## config.mk

```make
export PLATFORM = sky130hd
export DESIGN_NAME = ram_arbiter
export DESIGN_NICKNAME = d
export VERILOG_FILES = /design/src/rtl/ram_arbiter.sv
export SDC_FILE = /design/constraint.sdc
export NUM_CORES = 1
export LEC_CHECK = 0
export CELL_PAD_IN_SITES_DETAIL_PLACEMENT = 2
export CELL_PAD_IN_SITES_GLOBAL_PLACEMENT = 2
export CORE_ASPECT_RATIO = 1.25
export CORE_MARGIN = 1
export CORE_UTILIZATION = 26
export CTS_BUF_LIST = sky130_fd_sc_hd__clkbuf_8
export DETAILED_ROUTE_END_ITERATION = 10
export PLACE_DENSITY = 0.93
export SETUP_SLACK_MARGIN = 0.5
export SLEW_MARGIN = 5
export SYNTH_ARGS = -nofsm -noshare
export SYNTH_HDL_FRONTEND = slang
export SYNTH_SLANG_ARGS = --single-unit
export TNS_END_PERCENT = 30
```

## constraint.sdc

```tcl
create_clock -name clk -period 2.59 [get_ports clk]
set_input_delay 0.6475 -clock clk [delete_from_list [all_inputs] [get_ports clk]]
set_output_delay 0.6475 -clock clk [all_outputs]
set_load 0.02 [all_outputs]
```

## src/rtl/ram_arbiter.sv

```systemverilog
// Two-requester arbiter in front of a single-port synchronous RAM; round-robin on contention.
// Define RAM_ARB_FIXED_PRI_EN to give requester 0 fixed priority instead.
module ram_arbiter #(
  parameter int unsigned ADDR_WIDTH = 4,
  parameter int unsigned DATA_WIDTH = 8
) (
  input  logic                  clk,
  input  logic                  rst,
  input  logic                  req0,
  input  logic                  req1,
  input  logic                  wr_enb0,
  input  logic                  wr_enb1,
  input  logic [ADDR_WIDTH-1:0] addr0,
  input  logic [ADDR_WIDTH-1:0] addr1,
  input  logic [DATA_WIDTH-1:0] wr_data0,
  input  logic [DATA_WIDTH-1:0] wr_data1,
  output logic                  gnt0,
  output logic                  gnt1,
  output logic                  rvalid0,
  output logic                  rvalid1,
  output logic [DATA_WIDTH-1:0] rd_data0,
  output logic [DATA_WIDTH-1:0] rd_data1,
  output logic                  ram_wr_enb,
  output logic                  ram_rd_enb,
  output logic [ADDR_WIDTH-1:0] ram_addr,
  output logic [DATA_WIDTH-1:0] ram_wr_data,
  input  logic [DATA_WIDTH-1:0] ram_rd_data,
  output logic                  busy
);

  typedef enum logic [1:0] {
    ST_IDLE    = 2'd0,
    ST_ACCESS  = 2'd1,
    ST_RD_WAIT = 2'd2
  } state_t;

  state_t                r_state;
  state_t                w_state_nxt;
  logic                  r_sel;
  logic                  w_sel_nxt;
  logic                  r_rd;
  logic                  w_rd_nxt;
  logic                  w_win;
  logic                  r_gnt0, r_gnt1, w_gnt0_nxt, w_gnt1_nxt;
  logic                  r_rvalid0, r_rvalid1, w_rvalid0_nxt, w_rvalid1_nxt;
  logic [DATA_WIDTH-1:0] r_rd_data0, r_rd_data1, w_rd_data0_nxt, w_rd_data1_nxt;
  logic                  r_ram_wr_enb, r_ram_rd_enb, w_ram_wr_enb_nxt, w_ram_rd_enb_nxt;
  logic [ADDR_WIDTH-1:0] r_ram_addr, w_ram_addr_nxt;
  logic [DATA_WIDTH-1:0] r_ram_wr_data, w_ram_wr_data_nxt;
  logic                  r_busy, w_busy_nxt;

`ifdef RAM_ARB_FIXED_PRI_EN
  assign w_win = ~req0;
`else
  // Last-granted pointer: 1 means requester 1 was granted last.
  logic r_last;
  logic w_last_nxt;

  assign w_win = (req0 & req1) ? ~r_last : req1;
`endif

  // Next-state and next-output logic.
  always_comb begin
    w_state_nxt       = r_state;
    w_sel_nxt         = r_sel;
    w_rd_nxt          = r_rd;
    w_gnt0_nxt        = 1'b0;
    w_gnt1_nxt        = 1'b0;
    w_rvalid0_nxt     = 1'b0;
    w_rvalid1_nxt     = 1'b0;
    w_rd_data0_nxt    = r_rd_data0;
    w_rd_data1_nxt    = r_rd_data1;
    w_ram_wr_enb_nxt  = 1'b0;
    w_ram_rd_enb_nxt  = 1'b0;
    w_ram_addr_nxt    = r_ram_addr;
    w_ram_wr_data_nxt = r_ram_wr_data;
`ifndef RAM_ARB_FIXED_PRI_EN
    w_last_nxt        = r_last;
`endif

    case (r_state)
      ST_IDLE: begin
        if (req0 | req1) begin
          w_sel_nxt         = w_win;
          w_rd_nxt          = w_win ? ~wr_enb1 : ~wr_enb0;
          w_ram_addr_nxt    = w_win ? addr1 : addr0;
          w_ram_wr_data_nxt = w_win ? wr_data1 : wr_data0;
          w_ram_wr_enb_nxt  = w_win ? wr_enb1 : wr_enb0;
          w_ram_rd_enb_nxt  = w_win ? ~wr_enb1 : ~wr_enb0;
          w_gnt0_nxt        = ~w_win;
          w_gnt1_nxt        = w_win;
`ifndef RAM_ARB_FIXED_PRI_EN
          w_last_nxt        = w_win;
`endif
          w_state_nxt       = ST_ACCESS;
        end
      end
      ST_ACCESS: begin
        w_state_nxt = r_rd ? ST_RD_WAIT : ST_IDLE;
      end
      ST_RD_WAIT: begin
        if (r_sel) begin
          w_rd_data1_nxt = ram_rd_data;
          w_rvalid1_nxt  = 1'b1;
        end else begin
          w_rd_data0_nxt = ram_rd_data;
          w_rvalid0_nxt  = 1'b1;
        end
        w_state_nxt = ST_IDLE;
      end
      default: begin
        w_state_nxt = ST_IDLE;
      end
    endcase

    w_busy_nxt = (w_state_nxt != ST_IDLE);
  end

  // State and registered outputs.
  always_ff @(posedge clk) begin
    if (!rst) begin
      r_state       <= ST_IDLE;
      r_sel         <= 1'b0;
      r_rd          <= 1'b0;
      r_gnt0        <= 1'b0;
      r_gnt1        <= 1'b0;
      r_rvalid0     <= 1'b0;
      r_rvalid1     <= 1'b0;
      r_rd_data0    <= '0;
      r_rd_data1    <= '0;
      r_ram_wr_enb  <= 1'b0;
      r_ram_rd_enb  <= 1'b0;
      r_ram_addr    <= '0;
      r_ram_wr_data <= '0;
      r_busy        <= 1'b0;
`ifndef RAM_ARB_FIXED_PRI_EN
      r_last        <= 1'b1;
`endif
    end else begin
      r_state       <= w_state_nxt;
      r_sel         <= w_sel_nxt;
      r_rd          <= w_rd_nxt;
      r_gnt0        <= w_gnt0_nxt;
      r_gnt1        <= w_gnt1_nxt;
      r_rvalid0     <= w_rvalid0_nxt;
      r_rvalid1     <= w_rvalid1_nxt;
      r_rd_data0    <= w_rd_data0_nxt;
      r_rd_data1    <= w_rd_data1_nxt;
      r_ram_wr_enb  <= w_ram_wr_enb_nxt;
      r_ram_rd_enb  <= w_ram_rd_enb_nxt;
      r_ram_addr    <= w_ram_addr_nxt;
      r_ram_wr_data <= w_ram_wr_data_nxt;
      r_busy        <= w_busy_nxt;
`ifndef RAM_ARB_FIXED_PRI_EN
      r_last        <= w_last_nxt;
`endif
    end
  end

  assign gnt0        = r_gnt0;
  assign gnt1        = r_gnt1;
  assign rvalid0     = r_rvalid0;
  assign rvalid1     = r_rvalid1;
  assign rd_data0    = r_rd_data0;
  assign rd_data1    = r_rd_data1;
  assign ram_wr_enb  = r_ram_wr_enb;
  assign ram_rd_enb  = r_ram_rd_enb;
  assign ram_addr    = r_ram_addr;
  assign ram_wr_data = r_ram_wr_data;
  assign busy        = r_busy;

endmodule

```

Word level (Yosys, flattened, before mapping)
Cells that the tools add are included.
W data, S select, Z words.
{"block": "classes", "n_addsub": 0, "mul": 0, "n_div": 0, "n_lt_le_gt_ge": 0, "eq_ne": 2, "shifts": 0, "muxes": 10, "bitwise": 7, "n_reduce_logical": 7}
{"operator": "$mux W8", "count": 1}
{"operator": "$reduce_and A2 Y1", "count": 4}
{"operator": "$mux W1", "count": 5}
{"operator": "$not A1 Y1", "count": 5}
{"operator": "$mux W2", "count": 2}
{"operator": "$mux W4", "count": 1}
{"operator": "$pmux W2 S2", "count": 1}
{"operator": "$reduce_and A3 Y1", "count": 1}
{"operator": "$eq A2 B1 Y1 const B", "count": 1}
{"operator": "$eq A2 B2 Y1 const B", "count": 1}
{"operator": "$logic_not A2 Y1", "count": 1}
{"operator": "$reduce_bool A2 Y1", "count": 1}
{"operator": "$and A1 B1 Y1", "count": 1}
{"operator": "$or A1 B1 Y1", "count": 1}
{"block": "word_totals", "register_bits": 40, "latch_bits": 0, "ram_bits": 0, "romBits": 0, "input_bits": 38, "output_inout_bits": 35, "word_cells": 41, "n_memories": 0}

Depth between registers and ports, before layout
{"block": "logic_depth", "ltp_word": 4, "mapped_depth": 5, "depth_no_buf": 4}

Worst setup path before layout
Ideal clock, no wire load.
{"block": "synth_path", "path_kind": "input -> register", "start": "in req1", "end": "reg r_ram_addr[0] (netlist: ram_addr[0])", "setup_time_ns": 0.086, "arrival_time_ns": 1.358, "t_required_ns": 2.504, "setup_slack_ns": 1.147, "cell_stages": 5, "path_buffers": 2, "path_cell_list": "a21boi_2 -> buf_6 -> buf_12 -> mux2i_1 -> a211oi_1"}
{"block": "synth_between", "elab_chain_len": 3, "elab_cells_between_ends": 5, "classes_between": "2 x mux; 2 x bitwise; 1 x reduce/logical"}
{"element": "from (decl)", "line_no": "10", "text": "input logic req1,"}
{"element": "$and A1 B1 Y1", "line_no": "59", "text": "assign w_win = (req0 & req1) ? ~r_last : req1;"}
{"element": "$mux W1", "line_no": "59"}
{"element": "$mux W4", "line_no": "86", "text": "w_ram_addr_nxt = w_win ? addr1 : addr0;"}
{"element": "to (signal assigned)", "line_no": "151", "text": "r_ram_addr <= w_ram_addr_nxt;"}
{"element": "to (decl)", "line_no": "48", "text": "logic [ADDR_WIDTH-1:0] r_ram_addr, w_ram_addr_nxt;"}
Several ways; a longest one is shown, not always the timed one.
A chain may end at the register's enable or synchronous reset.

Final worst setup path
{"block": "layout_path", "start": "reg r_ram_addr[1] (netlist: ram_addr[1])", "end": "out ram_addr[1]"}
{"element": "to (decl)", "line_no": "25", "text": "output logic [ADDR_WIDTH-1:0] ram_addr,"}
No word-level cell between the ends.

==> key figures <==
Setup path
  • Dominant delay contributor by cell family on the critical path: buffers and inverters
  • Biggest cell delay along the critical path: 0.62 ns
  • Master of the slowest instance on the critical path: clkdlybuf4s50_1
  • Category of the worst setup path launch point: flip-flop
  • First element of the critical path: ram_addr[1]
  • FF-to-FF path depth: 3
  • Critical path fanouts, max: 2
  • Capture point of the worst reg-to-reg path: rd_data1[6]
  • Worst setup EP type: output pin
  • Worst Path Required: 1.94 ns
  • FF-to-FF setup slack: 1.15 ns
  • WP buf/inv: 1
  • Category of the critical setup timing path: reg -> out
  • Cell-by-cell trace of the critical path: clkdlybuf4s50_1
  • Worst R2R Start: r_state[0]
  • Arrival time reported for the critical path endpoint: roughly 1.3 ns

Yosys
  • Average cell area after synthesis: 10.5 um^2
  • Synth Register Bits: 40
  • Synthesized cell area: 1520 um^2
  • Area share of the largest cell type after synthesis: 0.527
  • Count of different cell masters after synthesis: 25
  • Ys Warns: 0
  • Synthesized Nets: 183
  • Top cell type by total area after synthesis: dfxtp_1
  • Cell count after synthesis: 145
  • Proportion of synthesized chip area in sequential cells: 0.527
  • Dominant cells by area after synthesis: dfxtp_1, mux2i_1, a211oi_1, nor2_1, a21oi_1

Min path
  • Start point of the worst hold path: r_rd
  • Hold worst-path end: r_state[1]
  • Type of the most critical hold path: reg -> reg
  • Number of stages on the worst hold path: 1

Timing
  • Total of endpoints with negative setup slack in the final report: 0
  • Final clock skew: 0.00600 ns
  • Final total negative setup slack: 0 ns
  • Max-Slew Margin vs Limit: 0.588
  • Max-slew violation count: 0
  • Maximum clock frequency: roughly 0.53 GHz
  • Final period util: 0.734
  • Hold Fails Final Rpt: 0
  • Unrepaired setup endpoints after global routing: false
  • Final critical delay including setup and external delays: 1.90 ns
  • Worst-Margin Slew: 0.616 ns

Power
  • Internal power component: between 900 and 1000 uW
  • Switching power: 343 uW
  • P_leak: 0.000955 uW
  • Sequential group share of total power: 0.509
  • Maximum vdd drop: around 0.00022 V
  • Total power per unit cell area: 549 nW/um^2
  • Power after layout: 1310 uW
  • Switching portion of total power: 0.261
  • Portion of total power attributed to the clock network: 0.292
  • Comb pwr share: 0.199

Clock tree
  • Count of clock tree sinks: 40
  • Count of hold buffers inserted by post-cts repair: 0
  • Total CTS buffers: 5
  • Number of setup buffers added after CTS: 0
  • Number of instances resized during post-cts repair: 0
  • Clock edge transition at the registers on the reported setup and hold paths: 0.08 ns
  • H-tree level count: 2
  • CTS tree: yes
  • Clock latency on the worst-skew pair: ~0.28 ns
  • Maximum number of buffers from clock root to sink: 2
  • Clock tree root driver cell: clkbuf_8

Floorplan
  • Boundary pin count: 73
  • Y dimension of the die: 87.5 um
  • Effective utilization at floorplan: 0.276
  • X dimension of the die: 70.4 um
  • Core region area: around 5500 um^2
  • Rows: 30
  • Die Outline Area: 6160 um^2

Cells and area
  • Design area: 2390 um^2
  • Number of filler instances in the final layout: 595
  • N_diodes: 0
  • Final #Nets: around 260
  • Share of final-layout standard cells stronger than drive strength 1: 0.0773
  • Non-Filler Instances: 284
  • Most common cell after layout, fill and taps aside: clkdlybuf4s50_1
  • Multi-input combinational cell area: roughly 640 um^2
  • Commonest non-fill, non-tap cells in the layout: clkdlybuf4s50_1, dfxtp_1, mux2i_1, nor2_1, a21oi_1
  • Area Overhead vs Synth: 57.4%
  • Reg area: 801 um^2

Route
  • Wire length per cell: 15.3 um
  • Via count: 1351
  • Detailed-route wire length: 4360 um
  • TritonRoute pass-1 iters: 3
  • Post-DR vias/cell: 4.76
  • DRC violations left: 0
  • Antenna-violating nets left: 0
  • First DRT Iteration DRCs: 27

GRT
  • Number of global-route vias before repair: 1518
  • GR Overflow Total: 0
  • Global-route wire length before repair: between 7000 and 8000 um
  • Antenna violations before repair: 0
  • Global-route usage over all layers: 0.146
  • Maximum number of pins on one net before global-route repair: 18

Placement
  • Number of buffer cells added on primary ports: 72
  • Cell area after placement: between 2000 and 2500 um^2
  • Inst Count DP: 277
  • HPWL reported at the end of detailed placement: 3370 um
  • GPL Wtd Cong: 0.654

Outcome
  • Run status: finished, final reports clean

Run
  • Number of maximum-capacitance violations: 0
-- layout make-up --
cell class	instances	area share
clock buffer	5	0.0288
clock inverter	2	0.00366
inverter	3	0.00471
multi-input combinational	92	0.269
sequential	40	0.335
tap	64	0.0335
timing repair buffer	78	0.325
-- cells in the mapped netlist, drive strengths merged --
master and count:
a21oi 13, o2bb2ai 1, nor3b 1, inv 3, buf 6, or2 1, o21ba 1, mux2i 29
o21bai 1, a211oi 12, nor2 20, nand2 2, a21boi 1, nor2b 1, clkbuf 4, dfxtp 40
and2 2, nand3 2, and3 2, nand3b 1, o21ai 2
-- layer usage --
layer,GRT usage,vias up,wire (um)
met5,0,-,0
li1,-,651,-
met4,0.0327,0,25
met3,0.0394,4,249
met1,0.155,643,1690
met2,0.285,53,2400
-- kinds of logic after synthesis --
group,synth area share
AND/OR/NAND/NOR,0.0963
multiplexers,0.191
flip-flops,0.527
AO/OA/AOI/OAI,0.133
buffers and inverters,0.0527
-- power groups by stage --
stage / Clock (uW) / Combinational [uW] / Sequential [uW]
after floorplan: 0 / 92.0 / 712
after global placement: 0 / 257 / 681
after detailed placement: 0 / 265 / 683
after CTS: 399 / 266 / 669
after global routing: 428 / 281 / 671
final: 383 / 262 / 668
-- state kept, by name (all words and copies together) (netlist names), 2 cells and up --
signal       count
r_state          2
ram_addr         4
ram_wr_data      8
rd_data0         8
rd_data1         8
-- how the worst max path moves through the flow --
stage / to / slack, ns / depth (start not counted)
global route: ram_wr_data[0] / 0.64 / 1
global placement: busy / 0.55 / 5
floorplan: ram_addr[0] / 1.15 / 5
CTS: ram_wr_data[1] / 0.66 / 1
detailed placement: busy / 0.48 / 5
finish: ram_addr[1] / 0.69 / 1
-- stage by stage --
stage / utilization / hold slack, ns / setup WS, ns
global route: 0.434 / 0.523 / 0.639
floorplan: - / 0.437 / 1.15
global placement: 0.420 / 0.449 / 0.550
detailed placement: 0.420 / 0.491 / 0.478
finish: 0.434 / 0.502 / 0.689
CTS: 0.434 / 0.506 / 0.662
No activity file was read; power rests on OpenSTA's default activity.
==> variant 1 (same flow settings) <==
The parameter `ADDR_WIDTH` goes from 4 to 5.
--- a/src/rtl/ram_arbiter.sv
+++ b/src/rtl/ram_arbiter.sv
@@ -3,3 +3,3 @@
 module ram_arbiter #(
-  parameter int unsigned ADDR_WIDTH = 4,
+  parameter int unsigned ADDR_WIDTH = 5,
   parameter int unsigned DATA_WIDTH = 8
Interface: changed (resized addr0, addr1 and ram_addr); port bits go from 73 to 76. No check against the original RTL was run, so the function may have changed too.
==> variant 1 against the unedited design <==
Sequential cell count grew 1; setup slack worse by 0.0049 ns; total power up 6.2%; final cell count is 8.8% higher; global-route usage is 0.76 points higher; count of clock-buffer cells in the layout increased by 1; area after synthesis is 6.1% higher; hold slack improved by 0.0032 ns; wire length increased by 11%; design area rose by 5.8%; register-to-register slack improved by 0.03 ns; critical endpoint is now ram_wr_data[6]; largest cell class unchanged.
==> variant 1: results (changes against the unedited design) <==
| Metric | Value |
|---|---|
| Met1 usage | `0.167 (+0.0123)` |
| Gr usage total | `0.154 (+0.00756)` |
| Post-DP HPWL | `3.61 mm (+7.4%)` |
| Clock skew | `0.00181 ns (-0.00419 ns)` |
| Reg clk slew, reported paths | `0.08 ns (about the same)` |
| Pin count of the biggest net entering global routing | `18 (unchanged)` |
| Layout cells sized above 1 | `0.101 (+0.0240)` |
| Slowest CP cell | `clkdlybuf4s50_1` |
| Post-DR wirelength/cell | `15.6 um (+1.7%)` |
| Ys Warns | `0 (unchanged)` |
| First-pass DRT Iterations | `4 (+1)` |
| Met3 Track Usage GR | `0.0639 (+0.0245)` |
| Fillcell total | `641 (+7.7%)` |
| # nets final | `267 (+3.5%)` |
| Slowest cell delay on critical path | `0.64 ns (+0.02 ns)` |
| Top cells by area, synth | `dfxtp_1, mux2i_1, a211oi_2, nor2_1, a21oi_1` |
| # diodes | `0 (unchanged)` |
| Slew margin rel. | `0.586 (-0.00221)` |
| First-pass GRT wire length | `7.85 mm (+10%)` |
| Cell variety after synth | `27 (+8.0%)` |
| LEAKAGE | `0.000994 uW (+4.1%)` |
| PostCTS Resize Cnt | `0 (unchanged)` |
| Via count | `1414 (+4.7%)` |
| Nets in the synthesized netlist | `190 (+3.8%)` |
| Drt initial violations | `42 (+56%)` |
| Sequential fraction of the synthesis area | `0.509 (-0.0178)` |
| PortBufs | `75 (+4.2%)` |
| Gp weighted congestion | `0.752 (+15%)` |
| M2 GR Usage | `0.273 (-0.0123)` |
| Worst vdd ir | `192 uV (-11%)` |
| Pre-CTS setup slack | `0.507 ns (+0.0286 ns)` |
| Synth cell count leaders | `dfxtp_1, mux2i_1, nor2_1` |
| Status | `finished clean` |
| Vias in the first global route | `1574 (+3.7%)` |
| Initial antenna violation count | `0 (unchanged)` |
## variant 1: cell count changes after synthesis, sizes merged
cell	unedited run	this run
a211oi	12	13
a21oi	13	14
dfxtp	40	41
buf	6	7
mux2i	29	30
## variant 1: cells by family (layout without fill, tap and decap cells)
kind of cell | Yosys count | count (layout) | share of synthesized area
flops | 41 | 41 | 0.509
compound gates | 33 | 33 | 0.155
simple gates | 32 | 32 | 0.0908
buf+inv | 14 | 91 | 0.0590
mux | 30 | 30 | 0.186
## variant 1: final cells by class
class / count / area [um2] / share of cell area
Inverter: 3 / 11.3 / 0.00445
Timing Repair Buffer: 81 / 808 / 0.319
Clock buffer: 6 / 82.6 / 0.0326
Tap cell: 82 / 103 / 0.0405
Sequential cell: 41 / 821 / 0.324
Clock inverter: 1 / 3.75 / 0.00148
Multi-Input combinational cell: 95 / 702 / 0.277
## variant 1: per-stage QoR
step | util | std cells | area (um2)
3_3_place_gp | 0.415 | 302 | 2440
2_1_floorplan | - | 150 | 1610
6_report | 0.429 | 309 | 2530
3_5_place_dp | 0.415 | 302 | 2440
5_1_grt | 0.429 | 309 | 2530
4_1_cts | 0.429 | 309 | 2530
## variant 1: metal layers
layer / up-vias / routed length, um
li1: 677 / -
met1: 683 / 1940
met2: 52 / 2440
met3: 2 / 428
met4: 0 / 12
met5: - / 0
## variant 1: report_power, final
group	total [uW]	switching (uW)	internal, uW
clock	420	212	208
combinational	291	135	155
sequential	685	19.7	665
total	1400	367	1030
## variant 1: worst paths after layout
path | start | endpoint | slack [ns] | depth (start not counted)
worst max-delay path | ram_wr_data[6] | ram_wr_data[6] | 0.68 | 1
worst min-delay path | rd_data0[6] | rd_data0[6] | 0.51 | 2
worst max register to register | r_state[1] | rd_data1[7] | 1.18 | 3
worst min register to register | rd_data0[6] | rd_data0[6] | 0.51 | 2
==> variant 2 (same settings) <==
Without the edit above. Encoding of `state_t`: now one-hot (3 bits for 3 states).
--- a/src/rtl/ram_arbiter.sv
+++ b/src/rtl/ram_arbiter.sv
@@ -30,6 +30,6 @@
 
-  typedef enum logic [1:0] {
-    ST_IDLE    = 2'd0,
-    ST_ACCESS  = 2'd1,
-    ST_RD_WAIT = 2'd2
+  typedef enum logic [2:0] {
+    ST_IDLE    = 3'b001,
+    ST_ACCESS  = 3'b010,
+    ST_RD_WAIT = 3'b100
   } state_t;
Function: no difference found for any inputs over 10 cycles, from zero or initial values and one cycle with rst low; not proved beyond that.
==> variant 2 against the unedited design <==
Sequential cell count rose by 1; wire length down 1.0%; die area increased by 6.3%; sequential power up 3.4%; non-clock buffer count down 3; global-route usage down 0.49 points; sequential share of layout area is 0.57 points lower; area after synthesis is 6.4% higher; design area is 4.3% higher; via count is 3.1% lower; synthesized cell count decreased by 2.8%; combinational power shrank 5%; setup slack got worse by 0.046 ns; total power grew 6.1%; critical endpoint is now ram_addr[0].
==> variant 2: results (changes against the unedited design) <==
| Metric | Value |
|---|---|
| Status | `finished clean` |
| Finished Layout Cells | `298 (+4.9%)` |
| Post-DP HPWL | `3.41 mm (+1.3%)` |
| Synth cell count leaders | `dfxtp_1, mux2i_1, nand2_1` |
| Async SR Flop Fraction | `0 (unchanged)` |
| LEAKAGE | `0.000891 uW (-6.8%)` |
| Cell variety after synth | `30 (+20%)` |
| Worst vdd ir | `208 uV (-3.6%)` |
| DR vias/cell | `4.39 (-7.7%)` |
| Ys Warns | `0 (unchanged)` |
| Worst slew pin tran | `0.850 ns (+0.234 ns)` |
| Cts bufs inserted | `5 (unchanged)` |
| Top cells by area, synth | `dfxtp_1, mux2i_1, o2bb2ai_2, nand2_1, a21boi_0` |
| Post-DR wirelength/cell | `14.5 um (-5.7%)` |
| Gp weighted congestion | `0.667 (+1.9%)` |
| Mean Syn Cell Area | `11.5 um2 (+9.4%)` |
| Clk Latency, worst-skew pair | `0.29 ns` |
| # nets final | `253 (-1.9%)` |
| R2R depth | `3 (unchanged)` |
| Crit-path leading delay family | `buffers and inverters` |
| First-pass GRT wire length | `7.16 mm (+0.59%)` |
| Nets in the synthesized netlist | `179 (-2.2%)` |
| Drt initial violations | `39 (+44%)` |
| DP Area | `2390 um2 (+3.4%)` |
| Dpl cells | `290 (+4.7%)` |
| Gr usage total | `0.142 (-0.00487)` |
| Slowest CP cell | `clkdlybuf4s50_1` |
| PortBufs | `72 (unchanged)` |
| Clk root buf | `clkbuf_8` |
| Sequential fraction of the synthesis area | `0.507 (-0.0194)` |
| Type of the worst min-delay path | `reg2reg` |
| CP Data Arrival Time | `1.30 ns (+0.05 ns)` |
| Vias in the first global route | `1460 (-3.8%)` |
| Clock skew | `0.00722 ns (+0.00122 ns)` |
| Pin count of the biggest net entering global routing | `22 (+4)` |
| Layout cells sized above 1 | `0.111 (+0.0338)` |
==> variant 2: cell count changes after synthesis, moves of 6 or more <==
| cell | unedited run | this run |
|---|---|---|
| nor2_1 | 20 | 2 |
| nand2_1 | 2 | 18 |
| a211oi_1 | 12 | 0 |
| a21oi_1 | 13 | 1 |
| a21boi_0 | 0 | 8 |
| mux2i_1 | 29 | 21 |
| nor2b_1 | 1 | 8 |
| o2bb2ai_2 | 0 | 6 |
==> variant 2: cells by family after synthesis <==
family | after synthesis | share of synthesized area
simple gates | 43 | 0.148
buf+inv | 10 | 0.0479
compound gates | 26 | 0.166
mux | 21 | 0.130
flops | 41 | 0.507
==> variant 2: report_power, final <==
group	switching (uW)	internal, uW
sequential	26.0	665
combinational	109	139
clock	215	241
total	350	1040
==> variant 2: final timing paths <==
path | start | end | slack [ns]
worst min-delay path | ram_wr_data[4] | ram_wr_data[4] | 0.47
worst min register to register | ram_wr_data[4] | ram_wr_data[4] | 0.47
worst max register to register | r_state[2] | rd_data0[2] | 1.03
worst max-delay path | ram_addr[0] | ram_addr[0] | 0.64
==> variant 2: layout make-up <==
cell class / instances / area [um2]
fill: 629 / 3400
sequential: 41 / 821
timing repair buffer: 75 / 743
multi-input combinational: 90 / 719
tap: 82 / 103
clock buffer: 7 / 96.3
inverter: 2 / 7.51
clock inverter: 1 / 5.00
==> variant 2: routing by layer <==
metal / vias to the layer above / share of wire / global-route usage
met4: 0 / 0.010 / 0.0343
met3: 3 / 0.076 / 0.0516
met2: 53 / 0.51 / 0.249
li1: 639 / - / -
met5: - / 0 / 0
met1: 614 / 0.40 / 0.158
==> variant 2: through the flow <==
step | utilization | power [uW] | hold WS, ns | setup WS, ns
floorplan | - | 831 | 0.449 | 0.976
global placement | 0.406 | 949 | 0.450 | 0.432
detailed placement | 0.406 | 958 | 0.453 | 0.349
CTS | 0.423 | 1420 | 0.476 | 0.617
global route | 0.423 | 1470 | 0.492 | 0.590
finish | 0.423 | 1390 | 0.471 | 0.643
